===== src/rtl/ddr_req_arbiter.sv =====
// ============================================================================
// Module   : ddr_req_arbiter
// Purpose  : Shares the DDR2 memory-manager command port between a read
//            requester and a write requester. Traffic is held off until
//            memory_init_done. Reads have priority, and a starvation counter
//            forces a write after STARVE_LIMIT reads. A watchdog flags hung
//            commands.
// Options  : ARB_STATS_EN adds completed-command counters and a worst-case
//            vld-to-done latency output.
// Revision : 1.0 - initial release
// ============================================================================
`default_nettype none

module ddr_req_arbiter #(
   parameter int ADDR_W       = 25,
   parameter int STARVE_LIMIT = 8,
   parameter int TIMEOUT      = 1023
) (
   input  logic              mem_clk_s,
   input  logic              mem_rst_s_n,
   input  logic              memory_init_done,
   input  logic              rd_req,
   input  logic [ADDR_W-1:0] rd_addr,
   output logic              rd_gnt,
   output logic              rd_done,
   input  logic              wr_req,
   input  logic [ADDR_W-1:0] wr_addr,
   output logic              wr_gnt,
   output logic              wr_done,
   output logic              mem_cmd_vld,
   output logic              mem_cmd_rw,
   output logic [ADDR_W-1:0] mem_cmd_addr,
   input  logic              mem_cmd_ack,
   input  logic              mem_cmd_done,
   output logic              arb_timeout
`ifdef ARB_STATS_EN
   ,
   output logic [15:0]       rd_cnt,
   output logic [15:0]       wr_cnt,
   output logic [9:0]        max_lat
`endif
);

   // Starvation counter is wide enough to actually reach STARVE_LIMIT.
   localparam int              SW         = $clog2(STARVE_LIMIT + 1);
   localparam int              WD_W       = $clog2(TIMEOUT + 1);
   localparam logic [SW-1:0]   STARVE_MAX = SW'(STARVE_LIMIT);
   localparam logic [SW-1:0]   STARVE_SAT = '1;
   localparam logic [WD_W-1:0] WD_LAST    = WD_W'(TIMEOUT - 1);

   typedef enum logic [1:0] {
      S_WAIT_INIT = 2'd0,
      S_IDLE      = 2'd1,
      S_ISSUE     = 2'd2,
      S_BUSY      = 2'd3
   } state_t;

   state_t            state_q;
   logic              rd_gnt_q, wr_gnt_q, rd_done_q, wr_done_q;
   logic              vld_q, rw_q, timeout_q;
   logic [ADDR_W-1:0] addr_q;
   logic [SW-1:0]     starve_q;
   logic [WD_W-1:0]   wd_q;
   logic              pick_wr;

   // Write wins when reads are absent or the write has waited long enough.
   assign pick_wr = wr_req && (!rd_req || (starve_q >= STARVE_MAX));

   // Main arbitration FSM; every output is registered.
   always_ff @(posedge mem_clk_s or negedge mem_rst_s_n) begin
      if (!mem_rst_s_n) begin
         state_q   <= S_WAIT_INIT;
         rd_gnt_q  <= 1'b0;
         wr_gnt_q  <= 1'b0;
         rd_done_q <= 1'b0;
         wr_done_q <= 1'b0;
         vld_q     <= 1'b0;
         rw_q      <= 1'b0;
         addr_q    <= '0;
         timeout_q <= 1'b0;
         starve_q  <= '0;
         wd_q      <= '0;
      end else begin
         rd_gnt_q  <= 1'b0;
         wr_gnt_q  <= 1'b0;
         rd_done_q <= 1'b0;
         wr_done_q <= 1'b0;
         if (!memory_init_done) begin
            // Memory lost its init: abandon any command, keep starvation history.
            state_q <= S_WAIT_INIT;
            vld_q   <= 1'b0;
            wd_q    <= '0;
         end else begin
            case (state_q)
               S_WAIT_INIT: state_q <= S_IDLE;
               S_IDLE: begin
                  wd_q <= '0;
                  if (pick_wr) begin
                     vld_q   <= 1'b1;
                     rw_q    <= 1'b0;
                     addr_q  <= wr_addr;
                     state_q <= S_ISSUE;
                  end else if (rd_req) begin
                     vld_q   <= 1'b1;
                     rw_q    <= 1'b1;
                     addr_q  <= rd_addr;
                     state_q <= S_ISSUE;
                  end
               end
               S_ISSUE: begin
                  if (mem_cmd_ack) begin
                     vld_q <= 1'b0;
                     if (rw_q) begin
                        rd_gnt_q <= 1'b1;
                        if (wr_req && (starve_q != STARVE_SAT))
                           starve_q <= starve_q + 1'b1;
                     end else begin
                        wr_gnt_q <= 1'b1;
                        starve_q <= '0;
                     end
                     if (mem_cmd_done) begin
                        rd_done_q <= rw_q;
                        wr_done_q <= !rw_q;
                        state_q   <= S_IDLE;
                     end else begin
                        wd_q    <= wd_q + 1'b1;
                        state_q <= S_BUSY;
                     end
                  end else if (wd_q >= WD_LAST) begin
                     vld_q     <= 1'b0;
                     timeout_q <= 1'b1;
                     state_q   <= S_IDLE;
                  end else begin
                     wd_q <= wd_q + 1'b1;
                  end
               end
               S_BUSY: begin
                  if (mem_cmd_done) begin
                     rd_done_q <= rw_q;
                     wr_done_q <= !rw_q;
                     state_q   <= S_IDLE;
                  end else if (wd_q >= WD_LAST) begin
                     timeout_q <= 1'b1;
                     state_q   <= S_IDLE;
                  end else begin
                     wd_q <= wd_q + 1'b1;
                  end
               end
               default: state_q <= S_WAIT_INIT;
            endcase
         end
      end
   end

   assign rd_gnt       = rd_gnt_q;
   assign wr_gnt       = wr_gnt_q;
   assign rd_done      = rd_done_q;
   assign wr_done      = wr_done_q;
   assign mem_cmd_vld  = vld_q;
   assign mem_cmd_rw   = rw_q;
   assign mem_cmd_addr = addr_q;
   assign arb_timeout  = timeout_q;

`ifdef ARB_STATS_EN
   localparam logic [WD_W:0] LAT_CAP = (WD_W + 1)'(1023);

   logic [15:0]   rd_cnt_q, wr_cnt_q;
   logic [9:0]    max_lat_q;
   logic [WD_W:0] lat;
   logic [9:0]    lat_sat;
   logic          fin;

   // A command finishes on the cycle its done pulse is being registered.
   assign fin     = memory_init_done &&
                    (((state_q == S_ISSUE) && mem_cmd_ack && mem_cmd_done) ||
                     ((state_q == S_BUSY) && mem_cmd_done));
   assign lat     = {1'b0, wd_q} + (WD_W + 1)'(1);
   assign lat_sat = (lat > LAT_CAP) ? 10'h3FF : 10'(lat);

   // Completed-command counters and worst observed latency.
   always_ff @(posedge mem_clk_s or negedge mem_rst_s_n) begin
      if (!mem_rst_s_n) begin
         rd_cnt_q  <= '0;
         wr_cnt_q  <= '0;
         max_lat_q <= '0;
      end else if (fin) begin
         if (rw_q) rd_cnt_q <= rd_cnt_q + 16'd1;
         else      wr_cnt_q <= wr_cnt_q + 16'd1;
         if (lat_sat > max_lat_q) max_lat_q <= lat_sat;
      end
   end

   assign rd_cnt  = rd_cnt_q;
   assign wr_cnt  = wr_cnt_q;
   assign max_lat = max_lat_q;
`endif

endmodule

`default_nettype wire


===== config.mk =====
export PLATFORM = sky130hd
export DESIGN_NAME = ddr_req_arbiter
export DESIGN_NICKNAME = d
export VERILOG_FILES = /design/src/rtl/ddr_req_arbiter.sv
export SDC_FILE = /design/constraint.sdc
export NUM_CORES = 1
export LEC_CHECK = 0
export CORE_MARGIN = 2
export CORE_UTILIZATION = 48
export DETAILED_ROUTE_END_ITERATION = 10
export PLACE_DENSITY = 0.86
export SLEW_MARGIN = 10
export SYNTH_ARGS = -nofsm -noshare
export SYNTH_HDL_FRONTEND = slang
export SYNTH_SLANG_ARGS = --single-unit

===== constraint.sdc =====
create_clock -name mem_clk_s -period 3.75 [get_ports mem_clk_s]
set_input_delay 0.75 -clock mem_clk_s [delete_from_list [all_inputs] [get_ports mem_clk_s]]
set_output_delay 0.75 -clock mem_clk_s [all_outputs]
set_load 0.005 [all_outputs]

==> results.toml, run 1 <==
[finish]
drive_above_1_share = 0.0609
n_antenna_cell = 0
layout_commonest_cell = "clkdlybuf4s50_1"
layout_common_cells = "clkdlybuf4s50_1 (87), nand2_1 (60), dfrtp_1 (48)"
final_nets = 420
area_growth_pct = 43.9

[clocking]
clock_sink_count = 48
clock_path_buffers = 2
htreeDepth = 2
post_cts_buffers = 0
path_clk_slew_ps = 80
cts_buffers = 5
cts_hold_buf = 0
clockRootBuffer = "clkbuf_8"
cts_resized = 0
cts_tree = "done"
insertion_delay_ps = 300

[floorplanning]
initial_core_util = 0.502
die_w_um = 74.7
pin_count = 89
die_height_um = 74.7
rows = 25
dieArea_mm2 = 0.00558
coreArea_mm2 = 0.00479

[routing]
detail-route-antenna-nets = 0
drtIter0Drc = 234
drt-pass1-iter-count = 5
viasPerCell = 5.60
vias = 2397
drc_errors = 0
routed_wl_um = 6360
avgRoutedWirePerCell_um = 14.9

[global_route]
grt_pass1_wl_um = 10600
grtUsageTotal = 0.250
antenna_found_initial = 0
grt_pass1_vias = 2329
grt_overflow = 0
grt_max_degree = 53

[timing]
final_hold_viol_count = 0
max_freq_ghz = 0.392
worst_pin_slew_ps = 1040
rsz0062_at_grt = "false"
setup_viol = 0
fin_skew_ps = 5.33
slew_headroom = 0.309
period_needed_ps = 2550
slew_violations = 0
fin_hold_ws_ps = 465
fin_crit_sh = 0.681
fin_setup_tns_ps = 0

[power]
p_per_area_mw_per_mm2 = 481
p_leak_uw = 0.00144
combPwrFrac = 0.323
power_switching_uw = 484
clockPowerShare = 0.246
pwr-share-seq = 0.432
ir_worst_vdd_uv = 296
p_int_uw = 1180
swShare = 0.291

[yosys]
postSynthAreaPerCell_um2 = 8.70
yosysSeqAreaShare = 0.500
synth-seq-cells = 48
synth_cells = 276
synth.distinct_cells = 40
ys_warn_count = 0
syn-num-nets = 336
syn-cell-area_mm2 = 0.00240

[run]
cap_violations = 0

[critical_path]
critical-path-slowest-cell = "clkinv_1"
crit_path_start_kind = "input port"
slowest_delay_ps = 610
crit_buf_inv = 4
endpoint_kind = "flip-flop"
path_class = "input port to flip-flop"
crit_family = "buffers and inverters"
arrival_ps = 2710
crit_fanout = 26
crit_chain = "clkdlybuf4s50_1 > inv_1 > o21ai_2 > buf_4 > clkinv_1 > nand2_1 > a31oi_1"
worstPathRequired_ps = 3910

[min_path]
hp-class = "flip-flop to flip-flop"

[place]
gp_congestion = 0.876
io_buffers = 88
dp_hpwl_um = 4540

[outcome]
status = "finished, final reports clean"
## cell type report
cell class / instances / area (um^2)
Clock inverter: 1 / 30.0
Fill cell: 355 / 1330
Clock buffer: 7 / 96.3
Multi-Input combinational cell: 208 / 1130
Sequential cell: 48 / 1200
Inverter: 7 / 26.3
Tap cell: 67 / 83.8
Timing Repair Buffer: 90 / 891
## worst register-to-register path, delay by kind of cell, from the launching register on
kind / cells / cell delay, ps
AOI/OAI and AO/OA: 3 / 940
DFF: 1 / 630
and+or+nand+nor: 2 / 380
## routing by layer
metal	GRT usage	vias up	share of wire
met3	0.106	16	0.11
met1	0.291	1117	0.39
met4	0.0893	0	0.020
met5	0	-	0
li1	-	1140	-
met2	0.414	124	0.48
## path summary, 6_finish.rpt
path | start | slack (ps) | end | cells past startpoint
max in group asynchronous | mem_rst_s_n | 2480 | wd_q[2] | 1
worst max-delay path | rd_req | 1200 | mem_cmd_addr[7] | 7
min in group asynchronous | mem_rst_s_n | 630 | rd_gnt | 1
worst min register to register | arb_timeout | 470 | arb_timeout | 1
worst max register to register | state_q[1] | 1690 | wd_q[6] | 5
worst min-delay path | arb_timeout | 470 | arb_timeout | 1
## stage by stage
step / setup WS [ps] / total power, uW / cells / area, um^2 / util
3_5_place_dp: 903 / 1260 / 420 / 3330 / 0.696
5_1_grt: 1010 / 1760 / 428 / 3460 / 0.722
4_1_cts: 1210 / 1670 / 428 / 3460 / 0.722
6_report: 1200 / 1660 / 428 / 3460 / 0.722
3_3_place_gp: 903 / 1250 / 420 / 3330 / 0.696
2_1_floorplan: 1870 / 935 / 276 / 2400 / -
## cells by family (layout without fill, tap and decap cells)
kind of cell               Yosys count  in the layout  synth area share
muxes                                1              1           0.00469
adders and majority gates            3              3            0.0156
DFF                                 48             48             0.500
and+or+nand+nor                    136            136             0.260
AOI/OAI and AO/OA                   68             68             0.187
buffers and inverters               20            105            0.0328
## state kept, by name, indices dropped and copies added, names as in the netlist
| register | cells |
|---|---|
| arb_timeout | 1 |
| rd_gnt | 1 |
| mem_cmd_rw | 1 |
| wd_q | 10 |
| starve_q | 4 |
| state_q | 2 |
| wr_gnt | 1 |
| wr_done | 1 |
| rd_done | 1 |
| mem_cmd_addr | 25 |
| mem_cmd_vld | 1 |
## power by group through the flow
stage               logic, uW  registers (uW)  clock network (uW)
floorplan                 224             712                   0
global placement          528             725                   0
CTS                       542             718                 414
global route              592             734                 430
finish                    537             718                 409
detailed placement        534             727                   0
## Yosys cell counts, drive strengths merged
cell type | instances | area [um^2]
inv | 6 | 22.5
and3b | 1 | 8.76
clkbuf | 10 | 37.5
a22o | 4 | 35.0
a311oi | 2 | 17.5
nor4bb | 1 | 10.0
a21oi | 12 | 60.1
ha | 3 | 37.5
o211ai | 1 | 12.5
o21ai | 7 | 42.5
and3 | 5 | 33.8
a31o | 1 | 8.76
o22ai | 1 | 6.26
o311ai | 1 | 8.76
nor2 | 41 | 154
o21a | 1 | 7.51
a31oi | 32 | 200
clkinv | 1 | 3.75
or4b | 1 | 10.0
a22oi | 1 | 7.51
o21ba | 1 | 10.0
nand2 | 60 | 225
or3 | 2 | 12.5
dfrtp | 48 | 1200
nor3 | 5 | 30.0
mux2 | 1 | 11.3
nand2b | 4 | 25.0
a211oi | 2 | 15.0
buf | 3 | 15.0
and2 | 2 | 12.5
nor2b | 1 | 6.26
nor4 | 1 | 21.3
nand3 | 6 | 30.0
a211o | 1 | 10.0
nand4 | 6 | 43.8
a21o | 1 | 7.51
(Power assumes the default switching activity.)
==> inputs of run 2 (changes only) <==
--- a/config.mk
+++ b/config.mk
@@ -6,9 +6,9 @@
 export NUM_CORES = 1
 export LEC_CHECK = 0
 export CORE_MARGIN = 2
-export CORE_UTILIZATION = 48
+export CORE_UTILIZATION = 44
 export DETAILED_ROUTE_END_ITERATION = 10
-export PLACE_DENSITY = 0.86
+export PLACE_DENSITY = 0.8
 export SLEW_MARGIN = 10
 export SYNTH_ARGS = -nofsm -noshare
 export SYNTH_HDL_FRONTEND = slang
==> constraint.sdc (replaced) <==
create_clock -name mem_clk_s -period 2.6 [get_ports mem_clk_s]
set_input_delay 0.52 -clock mem_clk_s [delete_from_list [all_inputs] [get_ports mem_clk_s]]
set_output_delay 0.52 -clock mem_clk_s [all_outputs]
set_load 0.005 [all_outputs]
==> results.toml, run 2 (same netlist as run 1, synthesis figures left out) <==
[power]
p_per_area_mw_per_mm2 = 676
swShare = 0.297
pwr-share-seq = 0.439
clockPowerShare = 0.228
ir_worst_vdd_uv = 372
power_switching_uw = 700
combPwrFrac = 0.333
p_int_uw = 1660
p_leak_uw = 0.00145

[global_route]
grt_pass1_vias = 2259
antenna_found_initial = 0
grtUsageTotal = 0.216
grt_overflow = 0
grt_max_degree = 53
grt_pass1_wl_um = 10400

[timing]
slew_violations = 0
fin_crit_sh = 0.758
final_hold_viol_count = 0
setup_viol = 0
max_freq_ghz = 0.508
worst_pin_slew_ps = 630
period_needed_ps = 1970
setup_ws_ps = 630
fin_setup_tns_ps = 0
fin_skew_ps = 6.40
slew_headroom = 0.580
rsz0062_at_grt = "false"

[routing]
drt-pass1-iter-count = 4
wl_met1_um = 2580
avgRoutedWirePerCell_um = 14.3
maxUsedRoutingLayer = "met4"
viasPerCell = 5.38
drtIter0Drc = 220
detail-route-antenna-nets = 0
wl_met3_um = 622
wl_met2_um = 2900
drc_errors = 0
vias = 2339
routed_wl_um = 6210

[outcome]
status = "finished, final reports clean"

[finish]
largest_reg_flops = 25
final_nets = 424
n_antenna_cell = 0
area_growth_pct = 45.2
drive_above_1_share = 0.0712
layout_commonest_cell = "clkdlybuf4s50_1"
layout_common_cells = "clkdlybuf4s50_1 (87), nand2_1 (60), dfrtp_1 (48)"

[run]
cap_violations = 0

[clocking]
insertion_delay_ps = 300
htreeDepth = 2
path_clk_slew_ps = 90
cts_tree = "done"
cts_hold_buf = 0
clock_sink_count = 48
cts_buffers = 5
clock_path_buffers = 2
post_cts_buffers = 0
cts_resized = 0
clockRootBuffer = "clkbuf_8"

[place]
dp_hpwl_um = 4660
gp_congestion = 0.918
io_buffers = 88
place_ws_ps = 324

[floorplanning]
rows = 26
coreArea_mm2 = 0.00517
initial_core_util = 0.464
pin_count = 89
die_height_um = 77.9
die_w_um = 77.9
dieArea_mm2 = 0.00606

[critical_path]
worstPathRequired_ps = 2800
slowest_delay_ps = 520
crit_chain = "clkdlybuf4s50_1 > and3b_1 > nor4_4 > nor2_1 > a21oi_1 > o21ba_2"
crit_fanout = 7
critical-path-slowest-cell = "clkdlybuf4s50_1"
endpoint_kind = "flip-flop"
path_class = "input port to flip-flop"
crit_path_start_kind = "input port"
arrival_ps = 2170

[min_path]
hp-class = "input port to asynchronous set/reset pin"
run 2: changes by cell type in the layout (fill, tap and decap cells not counted):
cell        change
clkbuf_8        -2
clkinvlp_4      +1
buf_4           +3
buf_12          +1
clkinv_2        +1
run 2: area by class of cell:
cell class                      count  area [um^2]
Clock inverter                      3         42.5
Sequential cell                    48         1200
Tap cell                           70         87.6
Inverter                            7         26.3
Fill cell                         449         1690
Timing Repair Buffer               94          933
Multi-Input combinational cell    208         1130
Clock buffer                        5         68.8
run 2: through the flow:
| stage | hold slack, ps | total power [uW] | instances | area [um^2] | utilization |
|---|---|---|---|---|---|
| after CTS | 247 | 2380 | 435 | 3490 | 0.674 |
| after global routing | 275 | 2500 | 435 | 3490 | 0.674 |
| after global placement | 445 | 1820 | 427 | 3380 | 0.653 |
| after floorplan | 224 | 1350 | 276 | 2400 | - |
| final | 230 | 2360 | 435 | 3490 | 0.674 |
| after detailed placement | 478 | 1840 | 427 | 3380 | 0.653 |
run 2: worst paths after layout:
path | from | end | slack [ps] | cells after the start
worst min register to register | arb_timeout | arb_timeout | 480 | 1
worst min-delay path | mem_rst_s_n | rd_gnt | 230 | 1
worst max-delay path | mem_cmd_ack | wd_q[6] | 630 | 6
max in group asynchronous | mem_rst_s_n | mem_cmd_addr[18] | 1780 | 2
worst max register to register | wd_q[4] | mem_cmd_vld | 700 | 5
min in group mem_clk_s | arb_timeout | arb_timeout | 480 | 1
run 2: layer usage:
layer / vias up / global-route usage
li1: 1149 / -
met1: 1084 / 0.268
met2: 97 / 0.343
met3: 9 / 0.0779
met4: 0 / 0.0804
met5: - / 0
run 2: critical path, delay by kind of cell:
| kind | cells | cell delay (ps) |
|---|---|---|
| AO/OA/AOI/OAI | 2 | 330 |
| buffers and inverters | 1 | 520 |
| AND/OR/NAND/NOR | 3 | 800 |
run 2: power groups by stage:
stage	logic [uW]	clock network, uW	registers (uW)
5_1_grt	866	580	1060
3_5_place_dp	790	0	1050
4_1_cts	795	550	1030
6_report	785	537	1030
2_1_floorplan	322	0	1030
3_3_place_gp	780	0	1040
==> inputs of run 3 (changes only) <==
==> constraint.sdc (replaced) <==
create_clock -name mem_clk_s -period 1.9 [get_ports mem_clk_s]
set_input_delay 0.38 -clock mem_clk_s [delete_from_list [all_inputs] [get_ports mem_clk_s]]
set_output_delay 0.38 -clock mem_clk_s [all_outputs]
set_load 0.005 [all_outputs]
==> results.toml, run 3 (same netlist as run 1, synthesis figures left out) <==
[power]
p_per_area_mw_per_mm2 = 864
p_leak_uw = 0.00155
total_power_uw = 3150
ir_worst_vdd_uv = 541

[clocking]
cts_buffers = 5
clock_sink_count = 48
clockRootBuffer = "clkbuf_8"
htreeDepth = 2
path_clk_slew_ps = 80
insertion_delay_ps = 310
cts_tree = "done"
cts_hold_buf = 0
clock_path_buffers = 2

[global_route]
grt_max_degree = 53
antenna_found_initial = 0
grt_pass1_vias = 2427
grtUsageTotal = 0.230
grt_pass1_wl_um = 11100
grt_overflow = 0

[outcome]
status = "finished, final reports clean"

[run]
cap_violations = 0

[floorplanning]
die_w_um = 77.9
die_height_um = 77.9
rows = 26
coreArea_mm2 = 0.00517
pin_count = 89
dieArea_mm2 = 0.00606
initial_core_util = 0.464

[finish]
n_fill_cell = 395
largest_reg_flops = 25
finish.utilization = 0.704
multi_input_area_mm2 = 0.00113
layout_commonest_cell = "clkdlybuf4s50_1"
layout_common_cells = "clkdlybuf4s50_1 (87), nand2_1 (60), dfrtp_1 (48)"
final_nets = 446
regArea_mm2 = 0.00120
area_growth_pct = 51.7
n_antenna_cell = 0
drive_above_1_share = 0.127

[timing]
fin_hold_ws_ps = 46.7
fin_crit_sh = 0.939
final_hold_viol_count = 0
fin_skew_ps = 5.24
slew_headroom = 0.708
period_needed_ps = 1780
rsz0062_at_grt = "false"
worst_pin_slew_ps = 433
setup_viol = 0
max_freq_ghz = 0.561
slew_violations = 0

[routing]
viasPerCell = 5.39
drt-pass1-iter-count = 4
vias = 2457
routed_wl_um = 6580
avgRoutedWirePerCell_um = 14.4
drtIter0Drc = 148
drc_errors = 0
detail-route-antenna-nets = 0

[min_path]
hp-class = "input port to asynchronous set/reset pin"

[place]
dp_hpwl_um = 4900
io_buffers = 88
gp_congestion = 0.930

[critical_path]
arrival_ps = 1990
crit_fanout = 6
path_class = "input port to flip-flop"
critical-path-slowest-cell = "clkdlybuf4s50_1"
crit_path_start_kind = "input port"
crit_chain = "clkdlybuf4s50_1 > and3b_1 > nor4_4 > nor2_1 > a21oi_1 > a311oi_1"
slowest_delay_ps = 590
worstPathRequired_ps = 2110
endpoint_kind = "flip-flop"
-- run 3: layer usage --
layer | wire, um | GRT usage | up-vias
li1 | - | - | 1196
met1 | 2630 | 0.269 | 1148
met2 | 3200 | 0.390 | 101
met3 | 634 | 0.0814 | 12
met4 | 116 | 0.0786 | 0
met5 | 0 | 0 | -
-- run 3: final timing paths --
path                            depth (start not counted)          end   startpoint  slack (ps)
min in group mem_clk_s                                  1  arb_timeout  arb_timeout         460
max in group asynchronous                               2      wd_q[5]  mem_rst_s_n        1630
worst min register to register                          1  arb_timeout  arb_timeout         460
worst max register to register                          6      wd_q[6]      wd_q[5]         140
worst min-delay path                                    2  starve_q[2]  mem_rst_s_n          50
worst max-delay path                                    6      wd_q[7]  mem_cmd_ack         120
-- run 3: metrics by stage --
stage	std cells	TNS [ps]	cell area, um^2	setup WS, ps
6_report	456	0	3640	117
5_1_grt	456	0	3640	11.5
4_1_cts	455	0	3630	34.4
3_5_place_dp	448	-1110	3550	-184
3_3_place_gp	448	-632	3550	-140
2_1_floorplan	276	0	2400	300
-- run 3: critical path, delay by kind of cell --
kind / cells / cell delay [ps]
buf+inv: 1 / 590
simple gates: 3 / 640
compound gates: 2 / 380
-- run 3: layout make-up --
type | count | share of cell area
tap | 70 | 0.0240
sequential | 48 | 0.330
timing repair buffer | 116 | 0.305
clock inverter | 2 | 0.00344
inverter | 7 | 0.00721
multi-input combinational | 208 | 0.312
clock buffer | 5 | 0.0189
-- run 3: power breakdown --
group	internal (uW)	leakage, uW	switching, uW
clock network	250	0.0000400	348
logic	676	0.000933	480
registers	1240	0.000580	150
-- run 3: what timing repair did --
action                                  in CTS  in global routing
endpoints found under the setup margin       0                  5
buffers inserted                             0                  1
endpoints found under the hold margin        0                  0
gates resized for setup                      0                  2
